===== src/rtl/bf_cell_ctrl.sv =====
// ---------------------------------------------------------------------------
// bf_cell_ctrl
//
// Data-cell sequencer for the BF CPU. It takes one decoded cell or pointer
// operation at a time from the instruction decoder and carries it out against
// the data RAM and the 8-bit ALU:
//   - INC / DEC : read the cell, run it through the ALU, write it back
//   - PTR_INC / PTR_DEC : move the data pointer, then read the new cell
//   - LOAD : re-read the cell at the current pointer
// The controller tracks whether the current cell is zero (cell_zero) so the
// loop logic can resolve '[' and ']' without touching the RAM itself.
//
// Ports:
//   clk, rst_n            : clock (rising edge), async active-low reset
//   op_valid, op_code     : operation request (0 NOP, 1 INC, 2 DEC,
//                           3 PTR_INC, 4 PTR_DEC, 5 LOAD, 6-7 NOP)
//   op_ready, busy        : accept handshake, busy = !op_ready
//   ram_addr, ram_re      : RAM address (always ptr) and read strobe;
//                           ram_rdata is valid the cycle after ram_re
//   ram_rdata             : RAM read data
//   ram_we, ram_wdata     : RAM write strobe and data (data = alu_out)
//   alu_a                 : ALU operand (the internal cell register)
//   alu_nochange/decrement/increment : one-hot ALU function select
//   alu_out               : combinational ALU result
//   ptr                   : current data pointer
//   cell_zero             : high when the cell at ptr holds 0x00
// ---------------------------------------------------------------------------
module bf_cell_ctrl #(
    parameter int ADDR_W = 8
) (
    input  logic              clk,
    input  logic              rst_n,
    input  logic              op_valid,
    input  logic [2:0]        op_code,
    output logic              op_ready,
    output logic              busy,
    output logic [ADDR_W-1:0] ram_addr,
    output logic              ram_re,
    input  logic [7:0]        ram_rdata,
    output logic              ram_we,
    output logic [7:0]        ram_wdata,
    output logic [7:0]        alu_a,
    output logic              alu_nochange,
    output logic              alu_decrement,
    output logic              alu_increment,
    input  logic [7:0]        alu_out,
    output logic [ADDR_W-1:0] ptr,
    output logic              cell_zero
);

    localparam logic [2:0] OP_NOP     = 3'd0;
    localparam logic [2:0] OP_INC     = 3'd1;
    localparam logic [2:0] OP_DEC     = 3'd2;
    localparam logic [2:0] OP_PTR_INC = 3'd3;
    localparam logic [2:0] OP_PTR_DEC = 3'd4;
    localparam logic [2:0] OP_LOAD    = 3'd5;

    localparam logic [ADDR_W-1:0] PtrOne = {{(ADDR_W-1){1'b0}}, 1'b1};

    typedef enum logic [1:0] {
        ST_IDLE,
        ST_READ,
        ST_WAIT,
        ST_EXEC
    } state_e;

    state_e            state_q, state_d;
    logic [2:0]        op_q, op_d;
    logic [ADDR_W-1:0] ptr_q, ptr_d;
    logic [7:0]        cell_q, cell_d;
    logic              zero_q, zero_d;

    // State register. The RAM starts zeroed, so cell 0 is known to be zero
    // out of reset and cell_zero comes up high without a read.
    always_ff @(posedge clk or negedge rst_n) begin
        if (!rst_n) begin
            state_q <= ST_IDLE;
            op_q    <= OP_NOP;
            ptr_q   <= '0;
            cell_q  <= 8'h00;
            zero_q  <= 1'b1;
        end else begin
            state_q <= state_d;
            op_q    <= op_d;
            ptr_q   <= ptr_d;
            cell_q  <= cell_d;
            zero_q  <= zero_d;
        end
    end

    // Next-state logic. Pointer moves happen on the accept edge so that the
    // READ cycle already addresses the new cell. NOP and undefined codes are
    // consumed in IDLE without leaving it.
    always_comb begin
        state_d = state_q;
        op_d    = op_q;
        ptr_d   = ptr_q;
        cell_d  = cell_q;
        zero_d  = zero_q;
        case (state_q)
            ST_IDLE: begin
                if (op_valid) begin
                    case (op_code)
                        OP_INC, OP_DEC, OP_LOAD: begin
                            op_d    = op_code;
                            state_d = ST_READ;
                        end
                        OP_PTR_INC: begin
                            op_d    = op_code;
                            ptr_d   = ptr_q + PtrOne;
                            state_d = ST_READ;
                        end
                        OP_PTR_DEC: begin
                            op_d    = op_code;
                            ptr_d   = ptr_q - PtrOne;
                            state_d = ST_READ;
                        end
                        default: ;
                    endcase
                end
            end
            ST_READ: begin
                state_d = ST_WAIT;
            end
            ST_WAIT: begin
                // For INC/DEC cell_zero is left alone here and only updated
                // once the modified value is known in EXEC.
                cell_d = ram_rdata;
                if (op_q == OP_INC || op_q == OP_DEC) begin
                    state_d = ST_EXEC;
                end else begin
                    zero_d  = (ram_rdata == 8'h00);
                    state_d = ST_IDLE;
                end
            end
            ST_EXEC: begin
                cell_d  = alu_out;
                zero_d  = (alu_out == 8'h00);
                state_d = ST_IDLE;
            end
            default: begin
                state_d = ST_IDLE;
            end
        endcase
    end

    // Output decode. Strobes come purely from state so an asynchronous reset
    // removes them immediately. EXEC is only entered for INC or DEC, so the
    // ALU select stays one-hot.
    always_comb begin
        op_ready      = (state_q == ST_IDLE);
        busy          = (state_q != ST_IDLE);
        ram_re        = (state_q == ST_READ);
        ram_we        = (state_q == ST_EXEC);
        alu_nochange  = 1'b1;
        alu_decrement = 1'b0;
        alu_increment = 1'b0;
        if (state_q == ST_EXEC) begin
            alu_nochange = 1'b0;
            if (op_q == OP_DEC) begin
                alu_decrement = 1'b1;
            end else begin
                alu_increment = 1'b1;
            end
        end
    end

    assign ram_addr  = ptr_q;
    assign ptr       = ptr_q;
    assign ram_wdata = alu_out;
    assign alu_a     = cell_q;
    assign cell_zero = zero_q;

endmodule


===== config.mk =====
export PLATFORM = sky130hd
export DESIGN_NAME = bf_cell_ctrl
export DESIGN_NICKNAME = d
export VERILOG_FILES = /design/src/rtl/bf_cell_ctrl.sv
export SDC_FILE = /design/constraint.sdc
export NUM_CORES = 1
export LEC_CHECK = 0
export BUFFER_PORTS_ARGS = -buffer_cell sky130_fd_sc_hd__buf_2
export CAP_MARGIN = 10
export CORE_MARGIN = 2
export CORE_UTILIZATION = 45
export DETAILED_ROUTE_END_ITERATION = 8
export GPL_ROUTABILITY_DRIVEN = 0
export GPL_TIMING_DRIVEN = 1
export PLACE_DENSITY = 0.85
export SYNTH_ARGS = -nofsm -noshare
export SYNTH_HDL_FRONTEND = slang
export SYNTH_SLANG_ARGS = --single-unit

===== constraint.sdc =====
create_clock -name clk -period 2.99 [get_ports clk]
set_input_delay 0.598 -clock clk [delete_from_list [all_inputs] [get_ports clk]]
set_output_delay 0.598 -clock clk [all_outputs]
set_load 0.01 [all_outputs]

; After elaboration in Yosys (flattened, before gate mapping)
; Cells that the tools add are included.
; W data, S select, Z words.
[totals]
input_bits = 22
elab_cells = 45
out_inout_bits = 40
register_bits = 22
[op_classes]
reduce_logical = 12
n_mux = 13
eq_ne = 13
addsub = 2
[ops]
columns = operator, n
row1 = $pmux W8 S2, 2
row2 = $logic_not A8 Y1, 2
row3 = $eq A3 B2 Y1 const B, 3
row4 = $add A8 B1 Y8 const B, 1
row5 = $pmux W2 S4, 1
row6 = $sub A8 B1 Y8 const B, 1
row7 = $eq A3 B1 Y1 const B, 2
row8 = $eq A3 B3 Y1 const B, 2
row9 = $mux W1, 6
row10 = $mux W2, 3
row11 = $ne A2 B2 Y1 const B, 3
row12 = $reduce_and A3 Y1, 2
row13 = $reduce_bool A2 Y1, 3
row14 = $reduce_or A5 Y1, 1
row15 = $eq A2 B2 Y1 const B, 2
row16 = $reduce_and A2 Y1, 2
row17 = $eq A2 B1 Y1 const B, 1
row18 = $logic_not A2 Y1, 1
row19 = $pmux W1 S2, 1
row20 = $logic_or A1 B1 Y1, 1

; Longest topological paths before layout
[depth]
word_depth = 5
ltp_mapped = 9
ltp_nobuf = 9

; Worst setup path after synthesis
; OpenSTA, ideal clock, no wires.
[synth_path]
path_kind = input to register
startpoint = input op_code[0]
endpoint = register ptr_q[6] (netlist: ptr[6])
path_slack_ps = 821
setup_ps = 92
path_stages = 9
arrival_ps = 2077
path_cell_list = nor2_2 > nand2_2 > inv_2 > ha_1 > nor2b_1 > o31a_1 > o21a_1 > o21a_1 > o31ai_2
[synth_via]
elab_chain_len = 3
[synth_rtl]
columns = item, line_no
row1 = start: declaration, 34  ; input logic [2:0] op_code,
row2 = $eq A3 B3 Y1 / $eq A3 B2 Y1 (equally long branches), 103  ; case (op_code)
row3 = $reduce_bool A2 Y1 (no line), n/a
row4 = $reduce_and A3 Y1 (no line), n/a
row5 = end signal: assignment, 85  ; ptr_q <= ptr_d;
row6 = end: declaration, 69  ; logic [ADDR_W-1:0] ptr_q, ptr_d;
; Several ways; a longest one is shown, not always the timed one.
; A chain may end at the register's enable or synchronous reset.

; Worst setup path after layout
[layout_path]
startpoint = register state_q[1]
endpoint = output alu_decrement
[layout_via]
elab_chain_len = 2
[layout_rtl]
columns = item, line_no
row1 = start: declaration, 67  ; state_e state_q, state_d;
row2 = start signal: assignment, 83  ; state_q <= state_d;
row3 = $eq A2 B2 Y1, 158  ; if (state_q == ST_EXEC) begin
row4 = $mux W1, 158
row5 = end: declaration, 44  ; output logic alu_decrement,
; Every way passes these cells.

==> impl_summary.md <==
Status
The flow ran to the end, and the final reports show no timing, DRC or antenna violations.

Hold path
The min-delay analysis places its worst path in the category primary input to async pin.

Route
The routed layout has 1247 vias. After detailed routing, the average wire length per cell comes to roughly 13 µm. In the routed design, unresolved DRC markers number 0. In the routed layout, each cell is associated on average with a via count of 5.07. Before antenna repair, the detailed router went through 4 iterations.

For this block, the routed nets add up to 3.15 mm of wire. The iteration-0 DRC count of the detailed router is 63. The number of nets still failing antenna checks after routing is 0.

Setup path
The largest fanout on the critical path is 23. The worst endpoint data arrival time is ~1800 ps. The worst setup path is launched from a register. The internal reg-to-reg setup slack is 1120 ps. The startpoint of the worst-slack reg-to-reg timing path is ptr[0]$_DFFE_PN0P_. Walking the worst path, the cells encountered are nand2_1, inv_1, and3_1, buf_2. The worst register-to-register path ends at ptr[6]$_DFFE_PN0P_. The endpoint kind of the worst setup timing path is a primary output. The slowest stage cell on the critical path is dfrtp_1. At the worst endpoint, the required time is 2390 ps. The worst stage delay on the critical path is approximately 810 ps. The worst register-to-register path has a depth of 7. By startpoint and endpoint, the worst setup path is classified as register to primary output.

Synth
Counting flops with an async set or reset pin after synthesis yields a share of 1.00. After synthesis, the netlist uses 39 different library cells. Yosys attributes the largest share of cell area to dfrtp_1 (36%), buf_4 (8.7%), mux2i_1 (6.2%).

A synthesized cell averages 9.29 µm². The proportion of netlist area held by the largest area contributor is 0.360. The total number of yosys warnings is 0. The count of flip-flops with a built-in enable after synthesis is 0.

The cell count after synthesis is 157. The summed instance area of the synthesized netlist is 0.00146 mm². The largest area contributor in the synthesized netlist is dfrtp_1. The post-synth net total is 186. The most used flip-flop cell after synthesis is dfrtp_1. The count of state elements after synthesis is 22. Of the synthesized area, sequential elements account for 0.378.

Timing
The number of slew-limit violations in the final report is 0. On the final layout, the worst clock skew is about 0.67 ps. For the pin with the worst max-slew slack, the measured transition is ~690 ps.

The final setup violation count is 0. Counting I/O delays and the setup requirement, the final critical path takes between 2000 and 2500 ps. The remaining max-slew budget at the tightest pin is 0.540. Setup repair after global routing left no endpoint under its margin. The number of endpoints with negative hold slack in the final report is 0. The highest clock rate is 0.421 GHz. The fraction of the cycle the final worst path needs is 0.794.

The total negative slack is 0 ps.

Clock network
Clock tree synthesis inserted a total of 3 buffers. The clock network latency to the later pin of the worst-skew pair is around 300 ps. The tree built by TritonCTS fans out to 22 sinks. The CTS tree is built. Clock-pin slew was measured on the worst setup and hold paths at 120 ps. The longest clock path from root to sink contains 2 buffers. For this design, the CTS-stage hold fixing added 0 buffers. Clock tree synthesis selected as its root buffer the cell clkbuf_4. Gates resized during post-CTS repair numbered 0. The number of setup buffers added after CTS is 0.

In this run the number of H-tree levels came out at 1.

Floorplanning
The area of the die is 0.00371 mm². The die boundary height is 60.9 µm. In this run the core area contains 20 standard-cell rows. The area of the core is 0.00308 mm². From left edge to right edge, the die measures 60.9 µm. The initial cell density of the core is 0.474.

The count of pins on the block boundary is 62.

Placed design
In this run the cell area measured after placement is approximately 0.0017 mm². Detailed placement finished with a half-perimeter wire length of 2.50 mm. Port buffering added 61 buffers. The number of placed instances with taps included is 242.

Job
Across the run, the number of max-cap violations was 0.

Global routing
The first global-routing pass estimated 5.10 mm of wire. The total grt overflow is 0. The initial antenna violation count is 0.

The maximum number of pins on one net before global-route repair is 24. The overall track demand over capacity in global routing is 0.186. The via count of the first global-routing pass is 1134.

Layout
The area growth from synthesis to layout is 18.6%. With fillers left out, the area of the finished cells amounts to between 0.0015 and 0.002 mm². Of the cells placed in the final design, the portion with a size suffix greater than 1 is 0.371. The filler-free cell count of the finished design is 246. After the last flow step, the layout net total stands at 232. 0 antenna diodes ended up in the layout.

Power
Summed over all cells, the static leakage comes to between 0.8 and 0.9 nW. The worst-case IR drop observed on VDD is between 300 and 400 µV. Power spread over the standard cell area amounts to 940 mW/mm².
-- metal layers --
layer,GRT usage,vias up,share of wire
met3,0.0213,4,0.042
met2,0.296,36,0.48
met4,0.0590,0,0.011
met5,0,-,0
li1,-,626,-
met1,0.264,581,0.46
-- cells by family (layout without fill, tap and decap cells) --
family | count (synthesis) | after routing | synth area share
and+or+nand+nor | 46 | 46 | 0.161
AOI/OAI and AO/OA | 42 | 42 | 0.188
buffers and inverters | 25 | 70 | 0.110
DFF | 22 | 22 | 0.378
muxes | 9 | 9 | 0.0618
adders and majority gates | 7 | 7 | 0.0652
xor gates and xnor gates | 6 | 6 | 0.0360
-- registers in the layout, summed over array words and instances, names as in the netlist --
name	count
op_q	3
ptr	8
cell_zero	1
state_q	2
alu_a	8
-- worst max path at each step --
stage / from / endpoint
CTS: state_q[1]$_DFFE_PN0P_ / alu_decrement
finish: state_q[1]$_DFFE_PN0P_ / alu_decrement
global placement: op_code[0] / ptr[6]$_DFFE_PN0P_
floorplan: op_code[0] / ptr[6]$_DFFE_PN0P_
global route: state_q[1]$_DFFE_PN0P_ / alu_decrement
detailed placement: op_code[0] / ptr[6]$_DFFE_PN0P_
-- cells in the mapped netlist (2+ instances only) --
| master | number |
|---|---|
| xnor2_1 | 2 |
| inv_1 | 4 |
| xor2_1 | 4 |
| o21a_1 | 3 |
| nor2b_1 | 3 |
| mux2i_1 | 9 |
| a21oi_1 | 15 |
| nand2_1 | 11 |
| nor4_1 | 4 |
| nor2_1 | 15 |
| a211oi_2 | 2 |
| ha_1 | 6 |
| nand3_1 | 3 |
| dfrtp_1 | 21 |
| o21ai_0 | 11 |
| o21bai_1 | 2 |
| buf_2 | 2 |
| a21o_1 | 2 |
| nor3_1 | 2 |
| buf_4 | 17 |
-- area by class of cell --
| cell class | instances | area, µm² |
|---|---|---|
| fill | 298 | 1350 |
| multi-input combinational | 110 | 747 |
| inverter | 5 | 18.8 |
| timing repair buffer | 61 | 305 |
| sequential | 22 | 552 |
| tap | 44 | 55.1 |
| clock inverter | 1 | 30.0 |
| clock buffer | 3 | 22.5 |
-- worst max-delay path, delay by kind of cell, from the launching register on --
family | cells | cell delay [ps]
buf+inv | 2 | 270
flops | 1 | 810
simple gates | 2 | 400
-- metrics by stage --
step	utilization	hold WS (ps)	total power, mW	setup WS, ps
2_1_floorplan	-	302	1.18	821
3_3_place_gp	0.545	475	1.39	589
3_5_place_dp	0.545	485	1.41	506
4_1_cts	0.562	245	1.64	626
5_1_grt	0.562	261	1.78	384
6_report	0.562	228	1.63	617
-- cell usage in the layout (no fill, tap or decap), types with 2 or more instances in the layout --
cell	netlist	layout
a211oi_2	2	2
a21o_1	2	2
a21oi_1	15	15
buf_2	2	61
clkbuf_4	0	3
dfrtp_1	21	21
ha_1	6	6
inv_1	4	4
mux2i_1	9	9
nand2_1	11	11
nand3_1	3	3
nor2_1	15	15
nor2b_1	3	3
nor3_1	2	2
nor4_1	4	4
o21a_1	3	3
o21ai_0	11	11
o21bai_1	2	2
xnor2_1	2	2
xor2_1	4	4
-- where the power goes --
part / total (mW) / internal [mW] / leakage, nW / switching, mW
Combinational: 0.777 / 0.358 / 0.587 / 0.419
Clock: 0.227 / 0.135 / 0.0279 / 0.0916
Sequential: 0.623 / 0.443 / 0.258 / 0.180
(Power assumes the default switching activity.)
